===== src/rtl/decode_stage.sv =====
// Buffered RV32 decode stage: DEPTH-entry fetch FIFO feeding a registered control bundle.
// Ports: fetch in_* handshake, flush, execute out_* handshake; RV32M_EN enables M-extension decode.
module decode_stage #(
  parameter int DEPTH    = 4,
  parameter int ALU_OP_W = 6
) (
  input  logic                clock,
  input  logic                reset,
  input  logic                in_valid,
  output logic                in_ready,
  input  logic [31:0]         in_instr,
  input  logic [31:0]         in_pc,
  input  logic                flush,
  output logic                out_valid,
  input  logic                out_ready,
  output logic [31:0]         out_pc,
  output logic [4:0]          out_rs1,
  output logic [4:0]          out_rs2,
  output logic [4:0]          out_rd,
  output logic [2:0]          out_f3,
  output logic [31:0]         out_imm,
  output logic [ALU_OP_W-1:0] out_alu_op,
  output logic                out_alusrc,
  output logic                out_memtoreg,
  output logic                out_mem_we,
  output logic                out_reg_we,
  output logic [2:0]          out_branch,
  output logic [8:0]          out_type,
  output logic                out_illegal
);

  localparam int AW = $clog2(DEPTH);
  localparam logic [AW:0] FULL = (AW+1)'(DEPTH);

  logic [31:0] mem_instr [DEPTH];
  logic [31:0] mem_pc    [DEPTH];
  logic [AW-1:0] wr_ptr, rd_ptr;
  logic [AW:0]   count;
  logic push, pop;

  assign in_ready = (count != FULL);
  assign push = in_valid && in_ready;
  assign pop  = (count != '0) && (!out_valid || out_ready);

  logic [31:0] h;
  logic [6:0]  opc, f7;
  logic [2:0]  f3;
  assign h   = mem_instr[rd_ptr];
  assign opc = h[6:0];
  assign f3  = h[14:12];
  assign f7  = h[31:25];

  logic [31:0] imm_i, imm_s, imm_b, imm_u, imm_j;
  assign imm_i = {{20{h[31]}}, h[31:20]};
  assign imm_s = {{20{h[31]}}, h[31:25], h[11:7]};
  assign imm_b = {{19{h[31]}}, h[31], h[7], h[30:25], h[11:8], 1'b0};
  assign imm_u = {h[31:12], 12'b0};
  assign imm_j = {{11{h[31]}}, h[31], h[19:12], h[20], h[30:21], 1'b0};

  logic [4:0]  op_n;
  logic [31:0] d_imm;
  logic        d_src, d_m2r, d_mwe, d_rwe, d_ill;
  logic [2:0]  d_br;
  logic [8:0]  d_typ;

  always_comb begin
    op_n  = '0;
    d_imm = '0;
    d_src = 1'b0;
    d_m2r = 1'b0;
    d_mwe = 1'b0;
    d_rwe = 1'b0;
    d_br  = 3'd0;
    d_typ = '0;
    d_ill = 1'b0;
    case (opc)
      7'b0000000: ;
      7'b0110011: begin
        d_typ = 9'h100;
        d_rwe = 1'b1;
        case (f7)
          7'h00: begin
            case (f3)
              3'd0: op_n = 5'd0;
              3'd1: op_n = 5'd5;
              3'd2: op_n = 5'd8;
              3'd3: op_n = 5'd9;
              3'd4: op_n = 5'd2;
              3'd5: op_n = 5'd6;
              3'd6: op_n = 5'd3;
              default: op_n = 5'd4;
            endcase
          end
          7'h20: begin
            if (f3 == 3'd0) op_n = 5'd1;
            else if (f3 == 3'd5) op_n = 5'd7;
            else d_ill = 1'b1;
          end
`ifdef RV32M_EN
          7'h01: op_n = 5'd21 + {2'b0, f3};
`endif
          default: d_ill = 1'b1;
        endcase
      end
      7'b0010011: begin
        d_typ = 9'h080;
        d_rwe = 1'b1;
        d_src = 1'b1;
        d_imm = imm_i;
        case (f3)
          3'd0: op_n = 5'd10;
          3'd1: begin
            op_n  = 5'd14;
            d_ill = (f7 != 7'h00);
          end
          3'd2: op_n = 5'd17;
          3'd3: op_n = 5'd18;
          3'd4: op_n = 5'd11;
          3'd5: begin
            if (f7 == 7'h00) op_n = 5'd15;
            else if (f7 == 7'h20) op_n = 5'd16;
            else d_ill = 1'b1;
          end
          3'd6: op_n = 5'd12;
          default: op_n = 5'd13;
        endcase
      end
      7'b0000011: begin
        d_typ = 9'h040;
        op_n  = 5'd10;
        d_src = 1'b1;
        d_m2r = 1'b1;
        d_rwe = 1'b1;
        d_imm = imm_i;
        d_ill = (f3 == 3'd3) || (f3 == 3'd6) || (f3 == 3'd7);
      end
      7'b0100011: begin
        d_typ = 9'h020;
        op_n  = 5'd10;
        d_src = 1'b1;
        d_mwe = 1'b1;
        d_imm = imm_s;
        d_ill = (f3 > 3'd2);
      end
      7'b1100011: begin
        d_typ = 9'h010;
        d_imm = imm_b;
        case (f3)
          3'd0: d_br = 3'd1;
          3'd1: d_br = 3'd2;
          3'd4: d_br = 3'd3;
          3'd5: d_br = 3'd4;
          3'd6: d_br = 3'd5;
          3'd7: d_br = 3'd6;
          default: d_ill = 1'b1;
        endcase
      end
      7'b1101111: begin
        d_typ = 9'h008;
        d_rwe = 1'b1;
        d_br  = 3'd7;
        d_imm = imm_j;
      end
      7'b1100111: begin
        d_typ = 9'h001;
        op_n  = 5'd10;
        d_src = 1'b1;
        d_rwe = 1'b1;
        d_br  = 3'd7;
        d_imm = imm_i;
        d_ill = (f3 != 3'd0);
      end
      7'b0110111: begin
        d_typ = 9'h004;
        op_n  = 5'd20;
        d_src = 1'b1;
        d_rwe = 1'b1;
        d_imm = imm_u;
      end
      7'b0010111: begin
        d_typ = 9'h002;
        op_n  = 5'd19;
        d_src = 1'b1;
        d_rwe = 1'b1;
        d_imm = imm_u;
      end
      default: d_ill = 1'b1;
    endcase
    // an illegal instruction must not enable anything downstream
    if (d_ill) begin
      op_n  = '0;
      d_imm = '0;
      d_src = 1'b0;
      d_m2r = 1'b0;
      d_mwe = 1'b0;
      d_rwe = 1'b0;
      d_br  = 3'd0;
      d_typ = '0;
    end
  end

  always_ff @(posedge clock) begin
    if (push) begin
      mem_instr[wr_ptr] <= in_instr;
      mem_pc[wr_ptr]    <= in_pc;
    end
  end

  always_ff @(posedge clock) begin
    if (reset || flush) begin
      wr_ptr <= '0;
      rd_ptr <= '0;
      count  <= '0;
    end else begin
      if (push) wr_ptr <= wr_ptr + 1'b1;
      if (pop)  rd_ptr <= rd_ptr + 1'b1;
      count <= count + {{AW{1'b0}}, push} - {{AW{1'b0}}, pop};
    end
  end

  always_ff @(posedge clock) begin
    if (reset) begin
      out_valid    <= 1'b0;
      out_pc       <= '0;
      out_rs1      <= '0;
      out_rs2      <= '0;
      out_rd       <= '0;
      out_f3       <= '0;
      out_imm      <= '0;
      out_alu_op   <= '0;
      out_alusrc   <= 1'b0;
      out_memtoreg <= 1'b0;
      out_mem_we   <= 1'b0;
      out_reg_we   <= 1'b0;
      out_branch   <= '0;
      out_type     <= '0;
      out_illegal  <= 1'b0;
    end else if (flush) begin
      out_valid <= 1'b0;
    end else if (pop) begin
      out_valid    <= 1'b1;
      out_pc       <= mem_pc[rd_ptr];
      out_rs1      <= h[19:15];
      out_rs2      <= h[24:20];
      out_rd       <= h[11:7];
      out_f3       <= f3;
      out_imm      <= d_imm;
      out_alu_op   <= ALU_OP_W'(op_n);
      out_alusrc   <= d_src;
      out_memtoreg <= d_m2r;
      out_mem_we   <= d_mwe;
      out_reg_we   <= d_rwe;
      out_branch   <= d_br;
      out_type     <= d_typ;
      out_illegal  <= d_ill;
    end else if (out_ready) begin
      out_valid <= 1'b0;
    end
  end

endmodule

===== config.mk =====
export PLATFORM = sky130hd
export DESIGN_NAME = decode_stage
export DESIGN_NICKNAME = d
export VERILOG_FILES = /design/src/rtl/decode_stage.sv
export SDC_FILE = /design/constraint.sdc
export NUM_CORES = 1
export LEC_CHECK = 0
export CAP_MARGIN = 10
export CORE_MARGIN = 2
export CORE_UTILIZATION = 45
export CTS_CLUSTER_SIZE = 30
export DETAILED_ROUTE_END_ITERATION = 10
export GPL_TIMING_DRIVEN = 0
export PLACE_DENSITY = 0.63
export SYNTH_ARGS = -nofsm -noshare
export SYNTH_HDL_FRONTEND = slang
export SYNTH_SLANG_ARGS = --single-unit

===== constraint.sdc =====
create_clock -name clock -period 7.5 [get_ports clock]
set_clock_uncertainty 0.2 [all_clocks]
set_input_delay 1.125 -clock clock [delete_from_list [all_inputs] [get_ports clock]]
set_output_delay 1.125 -clock clock [all_outputs]
set_load 0.01 [all_outputs]

### After elaboration in Yosys (flattened, before gate mapping)

Memory sizes are Yosys's and may differ from the RTL's. A register that Yosys moved wholly into a read port is not among the register bits.
Index checks and enable logic that the tools add are counted.

| operators by class | value |
|---|---|
| add/subtract/negate cells | 4 |
| magnitude comparators | 1 |
| equal/unequal tests | 18 |
| muxes and demuxes | 38 |
| bitwise gates (word level) | 1 |
| reductions and logical operators | 24 |

Operator list:

| operator | count |
|---|---|
| $pmux 32 s5 | 1 |
| $pmux 9 s9 | 1 |
| $pmux 5 s7 | 1 |
| $mux 32 | 1 |
| $eq 7x6->1 const B | 4 |
| $pmux 4 s7 | 1 |
| $pmux 5 s5 | 1 |
| $eq 7x7->1 const B | 3 |
| $pmux 3 s6 | 1 |
| $mux 1 | 17 |
| $mux 5 | 3 |
| $eq 7x5->1 const B | 2 |
| $logic_not 7->1 | 2 |
| $eq 3x3->1 const B | 4 |
| $reduce_or 6->1 | 2 |
| $mux 3 | 3 |
| $mux 9 | 1 |
| $pmux 4 s2 | 1 |
| $eq 7x2->1 const B | 1 |
| $pmux 1 s7 | 1 |
| $reduce_bool 7->1 | 1 |
| $reduce_or 7->1 | 1 |
| $eq 3x2->1 const B | 2 |
| $pmux 3 s2 | 1 |
| 19 further kinds | 30 |

| storage, ports and cells | value |
|---|---|
| register bits | 80 |
| memory bits (writable) | 256 |
| output and inout port bits | 107 |
| logic and storage cells | 105 |
| memories | 2 |

Memories:

| memory | words | width | rd ports | clocked after Yosys merged registers in | write ports | RTL line | source |
|---|---|---|---|---|---|---|---|
| mem_instr | 4 | 32 | 1 | 1 | 1 | 35 | `logic [31:0] mem_instr [DEPTH];` |
| mem_pc | 4 | 32 | 1 | 1 | 1 | 36 | `logic [31:0] mem_pc [DEPTH];` |

### Longest topological paths before layout

Gate-level depths: netlist of the first run.

| logic depth | value |
|---|---|
| depth in word-level cells | 6 |
| gate-level depth with buffers | 12 |
| mapped depth without buffers | 12 |

### Worst setup path before layout of the first run

Ideal clock, no wire load.

| timing | value |
|---|---|
| path kind | input to register |
| start point | input port in_valid |
| end point | memory mem_instr[0][0], enable pin |
| arrival | 2670 ps |
| setup slack | 4201 ps |
| cell stages on the path | 1 |
| path through | and3_1 |

| between the ends | value |
|---|---|
| word-level cells in the longest chain between the ends | 3 |

Ends and longest elaborated chain:

| item | RTL line | source |
|---|---|---|
| from (decl) | 9 | `input logic in_valid,` |
| $logic_and 1x1->1 | 42 | `assign push = in_valid && in_ready;` |
| $mux 1 | 203 | `if (push) begin` |
| $mux 1 (not written as such) | 204 | `mem_instr[wr_ptr] <= in_instr;` |
| to (decl) | 35 |  |

Every way passes these cells.

==> results of run 1 <==
## layer usage
metal	up-vias	global-route usage
met5	-	0
met4	2	0.04419
met3	44	0.04466
met2	271	0.3264
met1	4232	0.2685
li1	3960	-
## synth_stat cells, types with 3 or more instances
cell	instances	share of area
clkbuf_1	39	0.010
o31ai_1	4	0.0021
buf_2	6	0.0021
dfxtp_1	114	0.16
a22oi_1	4	0.0021
nand2b_1	3	0.0013
a32o_1	7	0.0050
a211oi_1	3	0.0016
and2_1	4	0.0018
xnor2_1	4	0.0025
a2111oi_0	4	0.0025
a21oi_1	81	0.029
buf_1	8	0.0021
edfxtp_1	256	0.55
inv_1	9	0.0024
nor3_1	10	0.0036
nand3b_1	4	0.0021
or2_2	3	0.0013
ha_1	6	0.0054
nand2_1	156	0.042
and3_1	7	0.0031
mux4_2	64	0.10
o21ai_0	11	0.0039
o31ai_2	3	0.0027
nor2_1	25	0.0067
o21ai_1	35	0.013
nor2b_1	10	0.0045
xor2_1	3	0.0019
a22o_1	4	0.0025
nand3_1	6	0.0021
## final timing paths
kind | slack, ns | endpoint | cells after the start
setup / recovery | 3.28 | out_imm[8] | 8
hold / removal | 0.25 | out_imm[31] | 2
setup reg to reg | 3.28 | out_imm[8] | 8
hold reg to reg | 0.25 | out_imm[31] | 2
## final cells by class
cell class                      count  area, um^2  area share
Inverter                           10       37.54    0.002141
Antenna cell                        1       2.502   0.0001428
Sequential cell                   370        9970      0.5687
Tap cell                          396       495.5     0.02827
Buffer                             57       244.0     0.01392
Clock inverter                     15       121.4    0.006924
Multi-Input combinational cell    493        3750      0.2139
Clock buffer                       54        1057     0.06031
Timing Repair Buffer              178        1852      0.1056
## cells by family (layout without fill, tap and decap cells)
group	after synthesis	count (layout)
and+or+nand+nor	243	243
AOI/OAI and AO/OA	170	170
muxes	65	65
xor gates and xnor gates	7	7
adders and majority gates	7	7
DFF	370	370
buffers and inverters	67	314
other	1	2
## flip-flops by register name (all words and copies together), names as in the netlist, 2 cells and up, named ones only
signal	count
wr_ptr	2
mem_instr	128
count	3
out_alu_op	5
out_rd	5
out_type	9
out_branch	3
rd_ptr	2
out_rs2	5
out_rs1	5
mem_pc	128
out_imm	32
out_f3	3
out_pc	32
## power by group through the flow
stage               clock network [uW]  registers (uW)  logic, uW
CTS                               1820            2440       1250
detailed placement                   0            2480       1240
global placement                     0            2490       1220
floorplan                            0            2500        716
finish                            1780            2440       1230
global route                      1900            2450       1340
## through the flow
| step | instances | hold slack, ns | area [um^2] |
|---|---|---|---|
| 6_report | 1574 | 0.2471 | 17530 |
| 5_1_grt | 1573 | 0.2621 | 17530 |
| 4_1_cts | 1573 | 0.2501 | 17530 |
| 3_5_place_dp | 1504 | 0.2422 | 16350 |
| 3_3_place_gp | 1500 | 0.2365 | 16210 |
| 2_1_floorplan | 930 | 0.2692 | 13980 |
## worst max-delay path, stage by stage, from the launching register on
cell and delay, ns:
dfxtp_1 0.45, clkbuf_1 0.50, buf_1 0.56, mux4_2 0.52, nor4_4 0.32, nand3_1 0.17, a311o_1 0.35, nor4_2 0.78
a32o_1 0.30
==> metrics.md, run 1 <==
| Metric | Value |
|---|---|
| Routed len/inst | 20.53 um |
| FP Rows | 64 |
| CP startpoint kind | register |
| Max Clock Freq | 0.2372 GHz |
| Cts hold-fix bufs | 0 |
| Initial DRC count | 685 |
| CTS H-tree depth | 2 |
| Synth Area in Compound Gates | 0.07234 |
| Number of distinct library cells after synthesis | between 50 and 60 |
| Max Root-Sink Buffers | 3 |
| Routed wire length | 32,310 um |
| Top Layer Used | met5 |
| Hpwl dp | 21,550 um |
| Vias per inst | about 5.4 |
| Commonest cells after routing, fill and taps aside | 256 x edfxtp_1, 174 x clkdlybuf4s50_1, 156 x nand2_1 |
| Area share of fa/ha/maj cells after synthesis | 0.006804 |
| # IOs | around 180 |
| Gr usage total | 0.1973 |
| Initial Util | 0.4569 |
| Syn-to-layout area delta | 25.43% |
| TritonCTS clock tree | built |
| CTS root buf | clkbuf_16 |
| Pleak | roughly 0.0056 uW |
| Max-slew violation count | 0 |
| Total global routing overflow | 0 |
| Post-route ant nets | 0 |
| Final min period | between 4 and 5 ns |
| Die Ht | about 180 um |
| Synthesized cell area | 13,980 um^2 |
| YS warnings | 0 |
| Number of enable flip-flop cells after synthesis | 256 |
| FILL cells | ~2.4k |
| Pre-CTS WS | 3.250 ns |
| Met3 wire len | 2094 um |
| DRC viols | 0 |
| Syn Area/Cell | between 15 and 20 um^2 |
| Post-layout util | 0.5731 |
| Status | complete, no violations |
| Met1 Wirelength | 14,140 um |
| Setup_tns | 0 ns |
| # clock sinks | 370 |
| Largest net degree at the start of global routing | 56 |
| Critical path class | reg -> reg |
| Mux cell area share after synthesis | 0.1039 |
| Die area | 32,480 um^2 |
| Routed via count | 8,509 |
| RSZ-0062 raised after global routing | no |
| Final setup violation count | 0 |
| Layout cells sized above 1 | 0.1232 |
| Final Cycle Share | 0.5622 |
| Met2 WL | 15,560 um |
| Synth Area in Simple Gates | 0.07878 |
| CTS buffer count | 38 |
| Layout Nets | roughly 1.2k |
| First-pass GRT wire length | 49,660 um |
| Worst hold-check path type | reg -> reg |
| Logic pwr share | 0.225 |
| Gpl congestion | 0.8497 |
| Peak supply drop | around 0.16 mV |
| Most common cell after layout, fill and taps aside | edfxtp_1 |
| Number of max-cap violations | 0 |
| #FFs+latches synth | 370 |
| Core ar. | 30,590 um^2 |
| IO buf count | 174 |
| Initial antenna violation count | 2 |
| Post-CTS setup buffer count | 0 |
| Clock latency at the later pin of the worst-skew pair | 0.52 ns |
| Switching share of power | 0.2785 |
| Crit path capture type | register |
| Psw | 1517 uW |
| First-pass detailed-route iteration total | 5 |
| Power Internal | 3931 uW |
| Ys async rst share | 0 |
| Largest family of logic cells by synthesized area | multiplexers |
| Worst Path Arrival | between 4 and 5 ns |
| Seq pwr share | 0.448 |
| Cell Pwr Density | 310.8 nW/um^2 |
| Post-synthesis sequential area ratio | 0.7133 |
| Req. time, crit path | 7.75 ns |
| Slew @ Worst Pin | 1.311 ns |
| Part of the power in the clock network | 0.327 |
| Post-Syn Instances | 930 |
| Most used DFF post-synth | edfxtp_1 |
| Crit-path max FO | 10 |
| Fin. Hold Viols | 0 |
| Slew HR | 0.1178 |
| Mapped Nets | between 1k and 1.5k |
| Clk slew on worst S/H paths | 0.06 ns |
| Vias in the first global route | 8,499 |
| Synth Area in XOR/XNOR | 0.004387 |
| Die X | 180.2 um |
| Hold wc startpoint | out_imm[31] |
| Final WS setup | 3.284 ns |
| Overall Power | 5448 uW |
| CTS resizes | 0 |
No activity file was read; power rests on OpenSTA's default activity.
==> inputs of run 2 (changes only) <==
- PLACE_DENSITY: 0.63 -> 0.66
- clock period: 7.5 -> 3.6 ns (I/O delays scaled with it)
==> metrics.md, run 2 (synthesis gave the netlist of run 1 again) <==
| Metric | Value |
|---|---|
| Status | complete, no violations (unchanged) |
| FF-to-FF setup slack | 0.17 ns (was 3.28 ns) |
| Routed via count | 8,620 (was 8,509) |
| Gpl congestion | 0.8507 (was 0.8497) |
| Crit-path max FO | 10 (unchanged) |
| Routed wire length | 32,520 um (was 32,310 um) |
| Clock latency at the later pin of the worst-skew pair | 0.52 ns (about the same) |
| Initial Util | 0.4569 (unchanged) |
| Max-slew violation count | 0 (unchanged) |
| Pre-CTS WS | -0.7010 ns (was 3.250 ns) |
| Crit path capture type | register (unchanged) |
| Final WS setup | 0.1663 ns (was 3.284 ns) |
| Vias per inst | 5.442 (was 5.406) |
| IO buf count | 174 (unchanged) |
| Cell Pwr Density | 652.2 nW/um^2 (was 310.8 nW/um^2) |
| # clock sinks | 370 (unchanged) |
| Clk slew on worst S/H paths | 0.06 ns (about the same) |
| Die X | 180.2 um (unchanged) |
| Slew @ Worst Pin | 0.9698 ns (was 1.311 ns) |
| Worst Path Arrival | 3.67 ns (was 4.46 ns) |
| Pleak | 0.005620 uW (was 0.005554 uW) |
| Core ar. | 30,590 um^2 (unchanged) |
| Max Clock Freq | 0.2912 GHz (was 0.2372 GHz) |
| Final Cycle Share | 0.9538 (was 0.5622) |
| Met1 Wirelength | 13,790 um (was 14,140 um) |
| Layout cells sized above 1 | 0.1414 (was 0.1232) |
| Routed len/inst | 20.53 um (about the same) |
| First-pass GRT wire length | 50,310 um (was 49,660 um) |
| Final min period | 3.434 ns (was 4.216 ns) |
| FP Rows | 64 (unchanged) |
| Initial antenna violation count | 1 (was 2) |
| DRC viols | 0 (unchanged) |
| Met2 WL | 16,110 um (was 15,560 um) |
| Syn-to-layout area delta | 26.66% (was 25.43%) |
| Post-route design area | 17,700 um^2 (was 17,530 um^2) |
| Hold Crit Endpoint | out_imm[28] (was out_imm[31]) |
| CTS buffer count | 39 (was 38) |
| CTS H-tree depth | 2 (unchanged) |
| CP startpoint kind | register (unchanged) |
| Top Layer Used | met5 (unchanged) |
| TritonCTS clock tree | built (unchanged) |
| First-pass detailed-route iteration total | 5 (unchanged) |
| Layout Nets | 1,233 (was 1,224) |
| Hpwl dp | 21,780 um (was 21,550 um) |
| Final setup violation count | 0 (unchanged) |
| RSZ-0062 raised after global routing | no (unchanged) |
| Peak supply drop | 0.3796 mV (was 0.1604 mV) |
| Worst hold-check path type | reg -> reg (unchanged) |
| Largest net degree at the start of global routing | 39 (was 56) |
| Ant diodes | 0 (was 1) |
| Worst reg-to-reg path cell count | 9 (was 8) |
| Number of max-cap violations | 0 (unchanged) |
| Total global routing overflow | 0 (unchanged) |
| CTS root buf | clkbuf_16 (unchanged) |
| Hold wc startpoint | out_imm[28] (was out_imm[31]) |
| Critical path class | reg -> reg (unchanged) |
| Die area | 32,480 um^2 (unchanged) |
| Initial DRC count | 578 (was 685) |
| Largest regs | mem_instr: 128 flops, mem_pc: 128 flops (unchanged) |
| FF-to-FF End | out_alusrc (was out_imm[8]) |
| Gr usage total | 0.1992 (was 0.1973) |
| Fin. Hold Viols | 0 (unchanged) |
| Commonest cells after routing, fill and taps aside | 256 x edfxtp_1, 174 x clkdlybuf4s50_1, 156 x nand2_1 (unchanged) |
| Met3 wire len | 2098 um (was 2094 um) |
| Post-DP Area | 16,330 um^2 (was 16,350 um^2) |
| Max Root-Sink Buffers | 3 (unchanged) |
| Setup_tns | 0 ns (unchanged) |
| Post-route ant nets | 0 (unchanged) |
| Req. time, crit path | 3.84 ns (was 7.75 ns) |
| Slew HR | 0.3535 (was 0.1178) |
| Vias in the first global route | 8,685 (was 8,499) |
| Most common cell after layout, fill and taps aside | edfxtp_1 (unchanged) |
| Die Ht | 180.2 um (unchanged) |
| Hold Path Cell Cnt | 2 (unchanged) |
| Hold slack | 0.2455 ns (was 0.2471 ns) |
| # IOs | 176 (unchanged) |
| Post-layout util | 0.5787 (was 0.5731) |
[run 2: cell types whose count changed in the layout (fill, tap and decap cells not counted), moves of 2 or more]
cell / delta
buf_4: +8
buf_12: +4
buf_16: -3
clkinv_2: +3
a2111oi_0: -2
a2111oi_2: +2
clkbuf_1: -2
inv_6: +2
nor4_1: -2
nor4_4: +2
[run 2: where the power goes]
group / total, uW / switching (uW) / internal, uW
clock: 3820 / 1580 / 2230
combinational: 2650 / 1520 / 1130
sequential: 5080 / 156 / 4920
[run 2: how the worst max path moves through the flow]
stage | from | depth (start not counted) | end
CTS | register | 9 | out_alusrc
finish | register | 9 | out_alusrc
detailed placement | register | 8 | out_imm[8]
global placement | in_valid | 2 | mem_instr[0][15]
global route | register | 9 | out_alusrc
floorplan | register | 9 | out_alusrc
[run 2: through the flow]
step | instances | power, uW
after floorplan | 930 | 6699
after global placement | 1500 | 7712
after detailed placement | 1504 | 7759
after CTS | 1576 | 11600
after global routing | 1584 | 12100
final | 1584 | 11550
[run 2: metal layers]
metal / vias up / GRT usage
met2: 289 / 0.3389
li1: 3981 / -
met4: 2 / 0.04484
met5: - / 0
met1: 4294 / 0.2629
met3: 54 / 0.04446
[run 2: timing repair]
| action | CTS | global route |
|---|---|---|
| resized for setup | 9 | 13 |
| pin swaps | 0 | 2 |
| endpoints found under the setup margin | 54 | 43 |
| cloned | 0 | 0 |
| hold buffers | 0 | 0 |
| setup buffers | 0 | 9 |
[run 2: layout make-up]
| type | instances | area, um^2 |
|---|---|---|
| clock buffers | 53 | 1070 |
| well taps | 396 | 495.5 |
| repair buffers | 187 | 1897 |
| multi-input cells | 493 | 3819 |
| inverters | 10 | 37.54 |
| flip-flops and latches | 370 | 9971 |
| clock inverters | 19 | 148.9 |
| fillers | 2442 | 12890 |
| plain buffers | 56 | 264.0 |
[run 2: critical path, cell delays in order (launching register included)]
cell	delay, ns
dfxtp_1	0.31
buf_2	0.22
buf_12	0.19
mux4_2	0.59
nor4_4	0.44
nand3_1	0.17
a311o_1	0.36
or4_4	0.47
buf_6	0.18
o31ai_2	0.22
